==> config.mk <==
export PLATFORM = sky130hd
export DESIGN_NAME = dmem_dma
export DESIGN_NICKNAME = d
export VERILOG_FILES = /design/src/rtl/dmem_pkg.sv /design/src/rtl/dmem_dma.sv
export SDC_FILE = /design/constraint.sdc
export NUM_CORES = 1
export LEC_CHECK = 0
export BUFFER_PORTS_ARGS = -buffer_cell sky130_fd_sc_hd__buf_2
export CAP_MARGIN = 20
export CELL_PAD_IN_SITES_DETAIL_PLACEMENT = 1
export CELL_PAD_IN_SITES_GLOBAL_PLACEMENT = 2
export CORE_ASPECT_RATIO = 1.4
export CORE_MARGIN = 2
export CORE_UTILIZATION = 33
export CTS_BUF_LIST = sky130_fd_sc_hd__clkbuf_4 sky130_fd_sc_hd__clkbuf_8
export CTS_CLUSTER_SIZE = 14
export DETAILED_ROUTE_END_ITERATION = 6
export GPL_TIMING_DRIVEN = 0
export PLACE_DENSITY_LB_ADDON = 0.1
export SLEW_MARGIN = 10
export SYNTH_ARGS = -nofsm -noshare
export SYNTH_HDL_FRONTEND = slang
export SYNTH_SLANG_ARGS = --single-unit
==> constraint.sdc <==
create_clock -name CLK -period 3.2 [get_ports CLK]
set_input_delay 0.16 -clock CLK [delete_from_list [all_inputs] [get_ports CLK]]
set_output_delay 0.16 -clock CLK [all_outputs]
set_load 0.01 [all_outputs]
==> src/rtl/dmem_pkg.sv <==
// Shared definitions for the DMA engine and the data memory it drives:
// FSM states, mode encodings, default memory depth and a range-check helper.
package dmem_pkg;

  localparam int DMEM_DEPTH = 32;

  localparam logic MODE_COPY = 1'b0;
  localparam logic MODE_FILL = 1'b1;

  typedef enum logic [1:0] {
    ST_IDLE,
    ST_READ,
    ST_WRITE,
    ST_FIN
  } dma_state_e;

  // 9-bit sum so that base+len can reach past 255 without wrapping.
  function automatic logic regionFits(input logic [7:0] base,
                                      input logic [8:0] len,
                                      input logic [8:0] depth);
    return ({1'b0, base} + len) <= depth;
  endfunction

endpackage

==> src/rtl/dmem_dma.sv <==
// Byte DMA engine for the data memory: copies a region (read/write per byte)
// or fills a region with a constant, one memory access per cycle.
module dmem_dma
  import dmem_pkg::*;
#(
  parameter int DEPTH = DMEM_DEPTH,
  parameter int LEN_W = 6
) (
  input  logic             CLK,
  input  logic             RST,
  input  logic             Start,
  input  logic             Mode,
  input  logic [7:0]       SrcAddr,
  input  logic [7:0]       DstAddr,
  input  logic [LEN_W-1:0] Length,
  input  logic [7:0]       FillValue,
  output logic             Busy,
  output logic             Done,
  output logic             Error,
  output logic [7:0]       Address,
  output logic [7:0]       writeData,
  input  logic [7:0]       readData,
  output logic             MemRead,
  output logic             MemWrite
);

  typedef logic [LEN_W-1:0] len_t;

  localparam logic [8:0] DEPTH9 = 9'(DEPTH);

  dma_state_e state_q, state_d;
  logic [7:0] src_q, src_d;
  logic [7:0] dst_q, dst_d;
  len_t       len_q, len_d;
  logic       mode_q, mode_d;
  logic [7:0] fill_q, fill_d;
  len_t       i_q, i_d;
  logic [7:0] data_q, data_d;
  logic       error_q, error_d;

  logic       busyC, doneC, memReadC, memWriteC;
  logic [7:0] addrC, wdataC;
  logic [8:0] reqLen9;
  logic       reqOk;
  logic       lastByte;

  assign reqLen9  = 9'(Length);
  assign reqOk    = regionFits(DstAddr, reqLen9, DEPTH9) &&
                    ((Mode == MODE_FILL) || regionFits(SrcAddr, reqLen9, DEPTH9));
  assign lastByte = ({1'b0, i_q} + (LEN_W+1)'(1)) == {1'b0, len_q};

  always_ff @(posedge CLK) begin
    if (RST) begin
      state_q <= ST_IDLE;
      src_q   <= '0;
      dst_q   <= '0;
      len_q   <= '0;
      mode_q  <= MODE_COPY;
      fill_q  <= '0;
      i_q     <= '0;
      data_q  <= '0;
      error_q <= 1'b0;
    end else begin
      state_q <= state_d;
      src_q   <= src_d;
      dst_q   <= dst_d;
      len_q   <= len_d;
      mode_q  <= mode_d;
      fill_q  <= fill_d;
      i_q     <= i_d;
      data_q  <= data_d;
      error_q <= error_d;
    end
  end

  always_comb begin
    state_d   = state_q;
    src_d     = src_q;
    dst_d     = dst_q;
    len_d     = len_q;
    mode_d    = mode_q;
    fill_d    = fill_q;
    i_d       = i_q;
    data_d    = data_q;
    error_d   = 1'b0;
    busyC     = 1'b1;
    doneC     = 1'b0;
    memReadC  = 1'b0;
    memWriteC = 1'b0;
    addrC     = '0;
    wdataC    = '0;

    unique case (state_q)
      ST_IDLE: begin
        busyC = 1'b0;
        if (Start) begin
          src_d  = SrcAddr;
          dst_d  = DstAddr;
          len_d  = Length;
          mode_d = Mode;
          fill_d = FillValue;
          i_d    = '0;
          if (!reqOk)
            error_d = 1'b1;
          else if (Length == '0)
            state_d = ST_FIN;
          else if (Mode == MODE_COPY)
            state_d = ST_READ;
          else
            state_d = ST_WRITE;
        end
      end
      ST_READ: begin
        memReadC = 1'b1;
        addrC    = src_q + 8'(i_q);
        data_d   = readData;
        state_d  = ST_WRITE;
      end
      ST_WRITE: begin
        memWriteC = 1'b1;
        addrC     = dst_q + 8'(i_q);
        wdataC    = (mode_q == MODE_COPY) ? data_q : fill_q;
        i_d       = i_q + len_t'(1);
        if (lastByte)
          state_d = ST_FIN;
        else if (mode_q == MODE_COPY)
          state_d = ST_READ;
        else
          state_d = ST_WRITE;
      end
      ST_FIN: begin
        doneC   = 1'b1;
        state_d = ST_IDLE;
      end
      default: begin
        state_d = ST_IDLE;
      end
    endcase
  end

  // Reset masks the outputs in the same cycle so a WRITE in flight cannot commit.
  assign Busy      = ~RST & busyC;
  assign Done      = ~RST & doneC;
  assign Error     = ~RST & error_q;
  assign MemRead   = ~RST & memReadC;
  assign MemWrite  = ~RST & memWriteC;
  assign Address   = RST ? 8'h00 : addrC;
  assign writeData = RST ? 8'h00 : wdataC;

endmodule

# --- Yosys cells after proc, flatten, opt, wreduce, memory -nomap -nowiden ---
# Cells that the tools add are included.
# Widths: inputs -> output; s select.
word_totals:
  rom_bits: 0
  mem_bits_rw: 0
  mem_count: 0
  word_cells: 59
  in_bits: 42
  regBits: 48
  latch_bits: 0
classes:
  div_mod_pow: 0
  bitwise: 8
  reduce_logical: 9
  n_mux: 19
  n_addsub: 6
  shifts: 0
  n_eq_ne: 6
  magnitude_cmp: 2
  n_mul: 0
ops:
  columns: ["op", "n"]
  rows:
  - ["$mux 8", 4]
  - ["$add 8x6->9", 2]
  - ["$le 9x6->1 const B", 2]
  - ["$add 8x6->8", 2]
  - ["$pmux 8 s2", 1]
  - ["$mux 2", 6]
  - ["$pmux 6 s2", 1]
  - ["$pmux 2 s4", 1]
  - ["$add 6x1->7 const B", 1]
  - ["$eq 7x6->1", 1]
  - ["$add 6x1->6 const B", 1]
  - ["$logic_not 6->1", 1]
  - ["$mux 6", 1]
  - ["$reduce_and 2->1", 3]
  - ["$and 1x1->1", 5]
  - ["$mux 1", 5]
  - ["$eq 2x2->1 const B", 2]
  - ["$ne 2x2->1 const B", 2]
  - ["$not 1->1", 3]
  - ["$reduce_or 3->1", 1]
  - ["$eq 2x1->1 const B", 1]
  - ["$logic_not 2->1", 1]
  - ["$reduce_bool 2->1", 1]
  - ["$logic_and 1x1->1", 1]
  - ["$logic_or 1x1->1", 1]

# --- Depth between registers and ports, before layout ---
# Gate-level depths: netlist of the first run.
depth:
  ltp_word: 7
  depth_mapped: 15
  ltp_nobuf: 13

# --- Least setup slack after synthesis of the first run ---
# No wires, ideal clock.
synth_path:
  path_kind: "reg2out"
  start: "register state_q[0]"
  end: "output Address[6]"
  path_stages_with_launch: 16
  slack_ps: 244
  n_path_buf: 2
  arrival_time_ps: 2796
  path_cell_list: "dfxtp_1 > inv_1 > ha_1 > clkbuf_1 > buf_1 > mux2_2 > ha_1 > inv_1 > fa_1 > nor2b_1 > o21ai_0 > nand2b_1 > a21o_1 > a21oi_1 > xnor2_1 > nor2_1"
synth_between:
  elab_chain_len: 3
synth_lines:
  columns: ["item", "line_no", "source"]
  rows:
  - ["from (decl)", "dmem_dma.sv:31", "dma_state_e state_q, state_d;"]
  - ["from (signal assigned)", "dmem_dma.sv:64", "state_q <= state_d;"]
  - ["$eq 2x2->1 / $eq 2x1->1 (equally long branches)", "dmem_dma.sv:93", "unique case (state_q)"]
  - ["$pmux 8 s2 (*)", "dmem_dma.sv:93", null]
  - ["$mux 8 (*)", "dmem_dma.sv:147", "assign Address = RST ? 8'h00 : addrC;"]
  - ["to (decl)", "dmem_dma.sv:20", "output logic [7:0] Address,"]
# Every way passes the cells marked *; elsewhere a longest branch is shown, timed or not.

# --- Final worst setup path of the first run ---
# Same ends and word-level chain as after synthesis.

==> reports/qor.csv, run 1 <==
stage,metric,value,unit
timing,maxSlewViolCount,0,
clock_network,clockBufferDepth,2,
placed_design,gp_congestion,0.825,
setup_path,crit_path_top_delay_cell,dfxtp_1,
setup_path,setup.worst_path.start,state_q[0]$_SDFFE_PP0P_,
clock_network,clk_latency,0.31,ns
timing,fin_crit,3.01,ns
placed_design,dpl.hpwl,7470,um
setup_path,critPathCaptureType,primary output,
clock_network,root_buffer,clkbuf_8,
cells_and_area,drive_gt1_frac,0.199,
setup_path,startpoint_type,register,
global_routing,grt_max_degree,16,
global_routing,grt.overflow.total,0,
setup_path,crit_path_max_incr_delay,0.35,ns
clock_network,cts.sinks,48,
timing,hold_viol,0,
clock_network,numCtsBuffers,5,
global_routing,met1_usage,0.235,
cells_and_area,nNetsFinal,529,
logic_synthesis,yosys.area.top_type,dfxtp_1,
power,max-vdd-ir-drop,0.000199,V
setup_path,cp.buffers_inverters,4,
setup_path,crit_arrival,2.85,ns
timing,worst_pin_slew,0.768,ns
logic_synthesis,ys_async_sr_fraction,0,
global_routing,antenna_found_initial,0,
logic_synthesis,ys_ff_latch,48,
timing,fin_crit_sh,0.942,
clock_network,htreeDepth,2,
floorplan,start_util,0.343,
setup_path,crit_chain,"inv_2, ha_4, buf_6, mux2_2, ha_1, inv_1, fa_1, nor2b_2, o21ai_0, nand2b_1, a21o_1, a21oi_2, xnor2_1, nor2_1, buf_2",
global_routing,grt_pass1_vias,2996,
floorplan,io_pins,63,
setup_path,r2r-start,state_q[1]$_SDFFE_PP0P_,
timing,max_clock_freq,0.332,GHz
cells_and_area,diodes,0,
setup_path,critPathTopFamily,adder cells,
cells_and_area,stdcell_area,3700,um2
logic_synthesis,synth-edff-count,0,
timing,skew,0.00780,ns
global_routing,use_met3,0.0229,
logic_synthesis,ys_types,50,
global_routing,top_usage_layer,met2,
floorplan,die-area,10200,um2
cells_and_area,areaGrowthSynthToFinish,18.9,%
floorplan,die_h,119,um
clock_network,path_clk_slew,0.09,ns
timing,setup_viol,0,
flow_run,cap_violations,0,
timing,fin_ws,0.187,ns
timing,setup_tns,0,ns
worst_hold_path,hold_path_class,in -> reg,
cells_and_area,final_cells,569,
logic_synthesis,yosysWarningCount,0,
placed_design,port_buffers,61,
drt,wl,9210,um
drt,wl_per_cell,16.2,um
logic_synthesis,syn-cell-area,3110,um2
placed_design,post_dp_cell_area,3550,um2
placed_design,dp_cells,560,
drt,drc,0,
setup_path,critical_path_class,reg -> out,
logic_synthesis,yosysTopAreaCellShare,0.309,
clock_network,hold_buffers,0,
logic_synthesis,synth_ff_type,dfxtp_1,
global_routing,grt_usage,0.187,
placed_design,pre_cts_ws,-0.376,ns
drt,drtPass1Iterations,4,
clock_network,tritoncts,done,
global_routing,grt_pass1_wl,15100,um
global_routing,grtUsageMet2,0.333,
floorplan,coreArea,9080,um2
floorplan,fp.dieW,86.1,um
drt,drtAntennaViolNets,0,
power,pwr_density_cell,585,nW/um2
logic_synthesis,syn_nets,460,
logic_synthesis,synthTopCellsByCount,"nand2_1 (74), dfxtp_1 (48), a21oi_1 (44)",
logic_synthesis,synth.avg_cell_area,7.94,um2
timing,relSlewSlack,0.488,
setup_path,required,3.04,ns
drt,drt-vias-per-instance,5.13,
logic_synthesis,netlist_top_cells_area,"dfxtp_1 (31%), ha_1 (9.2%), nand2_1 (8.9%), a21oi_1 (7.1%), mux2i_1 (6.4%)",
outcome,status,finished clean,
drt,drt_first_iter_violations,61,
setup_path,cp_max_fo,10,
drt,vias,2919,
worst_hold_path,hp-start,FillValue[5],
logic_synthesis,synth.most_common_cell,nand2_1,
floorplan,rows,41,
logic_synthesis,synthesis.instances,392,
timing,rsz0062_at_grt,no,
logic_synthesis,yosysSeqAreaShare,0.309,
power,p_leak,0.00158,uW
## state kept, by name, indices dropped and copies added (netlist names)
signal / cells
data_q: 8
dst_q: 8
error_q: 1
fill_q: 8
i_q: 6
len_q: 6
mode_q: 1
src_q: 8
state_q: 2
## final cells by class
| type | count | area [um2] |
|---|---|---|
| flip-flops and latches | 48 | 961 |
| well taps | 107 | 134 |
| inverters | 12 | 45.0 |
| multi-input cells | 311 | 2040 |
| fillers | 1179 | 5380 |
| repair buffers | 63 | 320 |
| clock buffers | 5 | 68.8 |
| plain buffers | 20 | 91.3 |
| clock inverters | 3 | 42.5 |
## power by group
part	switching [uW]	total, uW	internal, uW	leakage, uW
Combinational	553	925	372	0.00113
Clock	212	443	231	0.0000541
Sequential	81.0	799	718	0.000393
Total	846	2170	1320	0.00158
## logic make-up (layout without fill, tap and decap cells)
family / Yosys count / in the layout / synth area share
and+or+nand+nor: 154 / 154 / 0.219
DFF: 48 / 48 / 0.309
AOI/OAI and AO/OA: 87 / 87 / 0.181
buffers and inverters: 33 / 103 / 0.0426
xor gates and xnor gates: 18 / 18 / 0.0506
muxes: 26 / 26 / 0.0860
adders and majority gates: 26 / 26 / 0.112
## worst paths after layout
| kind | slack (ns) | cells after the start | end |
|---|---|---|---|
| worst max register to register | 1.21 | 7 | i_q[4]$_SDFFE_PP0P_ |
| worst min register to register | 0.46 | 2 | src_q[7]$_SDFFE_PP0P_ |
| worst max-delay path | 0.19 | 15 | Address[6] |
| worst min-delay path | 0.08 | 3 | fill_q[5]$_SDFFE_PP0P_ |
## cells in the final DEF (no fill, tap or decap), drive strengths merged, types with 8 or more instances in the layout
| cell | netlist | final |
|---|---|---|
| dfxtp | 48 | 48 |
| a21oi | 44 | 44 |
| nor2 | 39 | 39 |
| mux2i | 20 | 20 |
| buf | 3 | 66 |
| nand2 | 74 | 74 |
| clkbuf | 18 | 22 |
| inv | 12 | 12 |
| nand2b | 8 | 8 |
| xnor2 | 12 | 12 |
| ha | 23 | 23 |
| o21ai | 8 | 8 |
## worst reg2reg max path, cell delays in order, from the launching register on
cell and delay (ns):
dfxtp_1 0.41, inv_1 0.11, ha_1 0.29, and2_1 0.17
clkbuf_1 0.15, a21oi_1 0.50, a22oi_1 0.18, nor2_1 0.11
## stage by stage
stage                     power, uW  hold WS (ns)  utilization
after CTS                      2190        0.0748        0.407
after global placement         1700         0.396        0.391
after global routing           2340        0.0783        0.408
after detailed placement       1720         0.405        0.391
after floorplan                1440         0.296            -
final                          2170        0.0779        0.408
## metal layers
layer | routed length (um) | share of wire | vias up
met5 | 0 | 0 | -
met2 | 4730 | 0.51 | 41
met4 | 115 | 0.012 | 0
met3 | 200 | 0.022 | 8
met1 | 4160 | 0.45 | 1379
li1 | - | - | 1491
## timing repair
action                     4_1_cts  5_1_grt
setup endpoints to repair        7        1
pin swaps                        1        0
setup buffers                    2        0
resized for setup                4        4
(Power assumes the default switching activity.)
==> run 2, diff against run 1 <==
BUFFER_PORTS_ARGS = unset   (was -buffer_cell sky130_fd_sc_hd__buf_2)
CORE_UTILIZATION = 38   (was 33)
DONT_BUFFER_PORTS = 1   (was unset)
==> run 2 against run 1 <==
  * Clock skew up 0.0026 ns
  * Worst hold slack worse by 0.075 ns
  * Via count shrank 2.2%
  * Sequential cell count unchanged
  * Sequential share of layout area is 0.22 points lower
  * Combinational power down 2%
  * Setup slack better by 0.072 ns
  * Utilization grew 5.6 points
  * Global-route usage up 3.4 points
  * Die area shrank 13%
  * Critical path depth shrank 1
  * Largest cell class unchanged
==> reports/qor.csv, run 2 (synthesis gave the netlist of run 1 again) <==
stage,metric,value,unit,change
outcome,status,finished clean,,
drt,wl,9520,um,+3.3%
timing,fin_crit_sh,0.919,,-0.0226
power,p_leak,0.00145,uW,-8.0%
global_routing,grt_usage,0.221,,+0.0342
timing,skew,0.0104,ns,+0.00256 ns
timing,fin_crit,2.94,ns,-0.0723 ns
cells_and_area,stdcell_area,3730,um2,+0.84%
cells_and_area,final_cells,535,,-6.0%
cells_and_area,diodes,0,,unchanged
global_routing,grt_pass1_wl,15500,um,+2.2%
flow_run,cap_violations,0,,unchanged
setup_path,crit_arrival,2.78,ns,-0.07 ns
cells_and_area,nNetsFinal,500,,-5.5%
setup_path,worst-r2r-cell-count,7,,unchanged
clock_network,clk_latency,0.31,ns,about the same
clock_network,root_buffer,clkbuf_8,,
drt,drtPass1Iterations,4,,unchanged
timing,rsz0062_at_grt,no,,
cells_and_area,n_fill_cell,981,,-17%
setup_path,crit_path_max_incr_delay,0.39,ns,+0.04 ns
setup_path,regToRegSetupSlack,1.20,ns,about the same
placed_design,dp_cells,494,,-12%
floorplan,fp.dieW,80.5,um,-6.5%
timing,maxSlewViolCount,0,,unchanged
clock_network,path_clk_slew,0.10,ns,about the same
placed_design,post_dp_cell_area,3240,um2,-8.8%
setup_path,critical_path_class,reg -> out,,
floorplan,die-area,8950,um2,-13%
placed_design,pre_cts_ws,-0.322,ns,+0.0544 ns
timing,setup_tns,0,ns,unchanged
setup_path,startpoint_type,register,,
drt,drt_first_iter_violations,80,,+31%
setup_path,required,3.04,ns,about the same
placed_design,dpl.hpwl,7110,um,-4.9%
clock_network,cts.sinks,48,,unchanged
drt,drt-vias-per-instance,5.34,,+4.0%
floorplan,coreArea,8050,um2,-11%
floorplan,io_pins,63,,unchanged
cells_and_area,areaGrowthSynthToFinish,19.9,%,
placed_design,gp_congestion,0.898,,+8.8%
power,max-vdd-ir-drop,0.000349,V,+75%
worst_hold_path,whs_path_depth,2,,-1
timing,hold_viol,0,,unchanged
floorplan,start_util,0.387,,+0.0438
timing,fin_ws,0.259,ns,+0.0723 ns
drt,wl_per_cell,17.8,um,+9.8%
power,seq_power_share,0.355,,-0.014
drt,vias,2855,,-2.2%
timing,max_clock_freq,0.340,GHz,+2.5%
setup_path,crit_chain,"inv_2, ha_4, buf_6, mux2_2, ha_1, inv_1, fa_1, nor2b_1, o21ai_0, nand2b_1, a21o_1, a21oi_1, xnor2_1, nor2_2",,
power,switching_share,0.380,,-0.00991
power,pwr-share-clk,0.243,,+0.039
clock_network,numCtsBuffers,5,,unchanged
setup_path,crit_path_top_delay_cell,dfxtp_1,,
cells_and_area,final_cell_mix,"nand2_1 (74), dfxtp_1 (48), a21oi_1 (44)",,
power,switching_power,859,uW,+1.6%
clock_network,tritoncts,done,,
setup_path,cp_max_fo,10,,unchanged
timing,worst_pin_slew,0.654,ns,-0.115 ns
power,comb_power_share,0.402,,-0.025
clock_network,htreeDepth,2,,unchanged
floorplan,rows,39,,-4.9%
placed_design,port_buffers,0,,-100%
power,p_int,1400,uW,+5.9%
timing,relSlewSlack,0.564,,+0.0765
global_routing,antenna_found_initial,0,,unchanged
setup_path,critPathCaptureType,primary output,,
power,pwr_density_cell,605,nW/um2,+3.3%
global_routing,grt_pass1_vias,3033,,+1.2%
clock_network,clockBufferDepth,2,,unchanged
cells_and_area,drive_gt1_frac,0.0693,,-0.130
global_routing,grt_max_degree,17,,+1
timing,setup_viol,0,,unchanged
floorplan,die_h,111,um,-6.6%
global_routing,grt.overflow.total,0,,unchanged
cells_and_area,layout_commonest_cell,nand2_1,,
worst_hold_path,hold_path_class,in -> reg,,
drt,drc,0,,unchanged
drt,drtAntennaViolNets,0,,unchanged
## run 2: cell count changes in the layout (fill, tap and decap cells not counted), sizes merged
cell / before / now
bufinv: 1 / 2
clkinvlp: 1 / 0
clkinv: 1 / 0
inv: 12 / 13
dlygate4sd3: 0 / 32
buf: 66 / 5
## run 2: repair_timing
| item | in CTS | in global routing |
|---|---|---|
| endpoints found under the hold margin | 31 | 1 |
| setup endpoints to repair | 7 | 1 |
| hold buffers | 31 | 1 |
| pin swaps | 1 | 0 |
| setup buffers | 2 | 0 |
| resized for setup | 4 | 3 |
## run 2: critical path: cells and delay by family, from the launching register on
kind                       cells  cell delay (ns)
adders and majority gates      3             0.71
and+or+nand+nor                3             0.43
DFF                            1             0.39
AOI/OAI and AO/OA              3             0.29
buffers and inverters          3             0.27
muxes                          1             0.22
xor gates and xnor gates       1             0.14
## run 2: power by group through the flow
stage               clock network [uW]  registers (uW)  logic [uW]
finish                             548             803         908
global placement                     0             807         825
floorplan                            0             783         661
global route                       580             815        1020
CTS                                559             801         910
detailed placement                   0             813         850
## run 2: final timing paths
check,endpoint,from
hold reg to reg,src_q[6]$_SDFFE_PP0P_,src_q[6]$_SDFFE_PP0P_
hold / removal,data_q[2]$_SDFFE_PP0P_,readData[2]
setup / recovery,Address[6],state_q[0]$_SDFFE_PP0P_
setup reg to reg,src_q[4]$_SDFFE_PP0P_,state_q[1]$_SDFFE_PP0P_
## run 2: area by class of cell
class,instances,area (um2),area share
multi-input combinational,311,2040,0.545
sequential,48,961,0.257
timing repair buffer,34,335,0.0898
tap,102,128,0.0342
buffer,20,91.3,0.0245
clock buffer,5,68.8,0.0184
clock inverter,3,68.8,0.0184
inverter,12,45.0,0.0121
## run 2: layer usage
layer  vias up  global-route usage  share of wire
li1       1433                   -              -
met1      1374               0.257           0.42
met2        42               0.413           0.54
met3         6              0.0415          0.033
met4         0              0.0395         0.0061
met5         -                   0              0
## run 2: through the flow
step | utilization | power, uW | hold slack [ns]
floorplan | - | 1440 | 0.296
global placement | 0.403 | 1630 | 0.298
detailed placement | 0.403 | 1660 | 0.304
CTS | 0.462 | 2270 | 0.00128
global route | 0.464 | 2420 | 0.00710
finish | 0.464 | 2260 | 0.00252
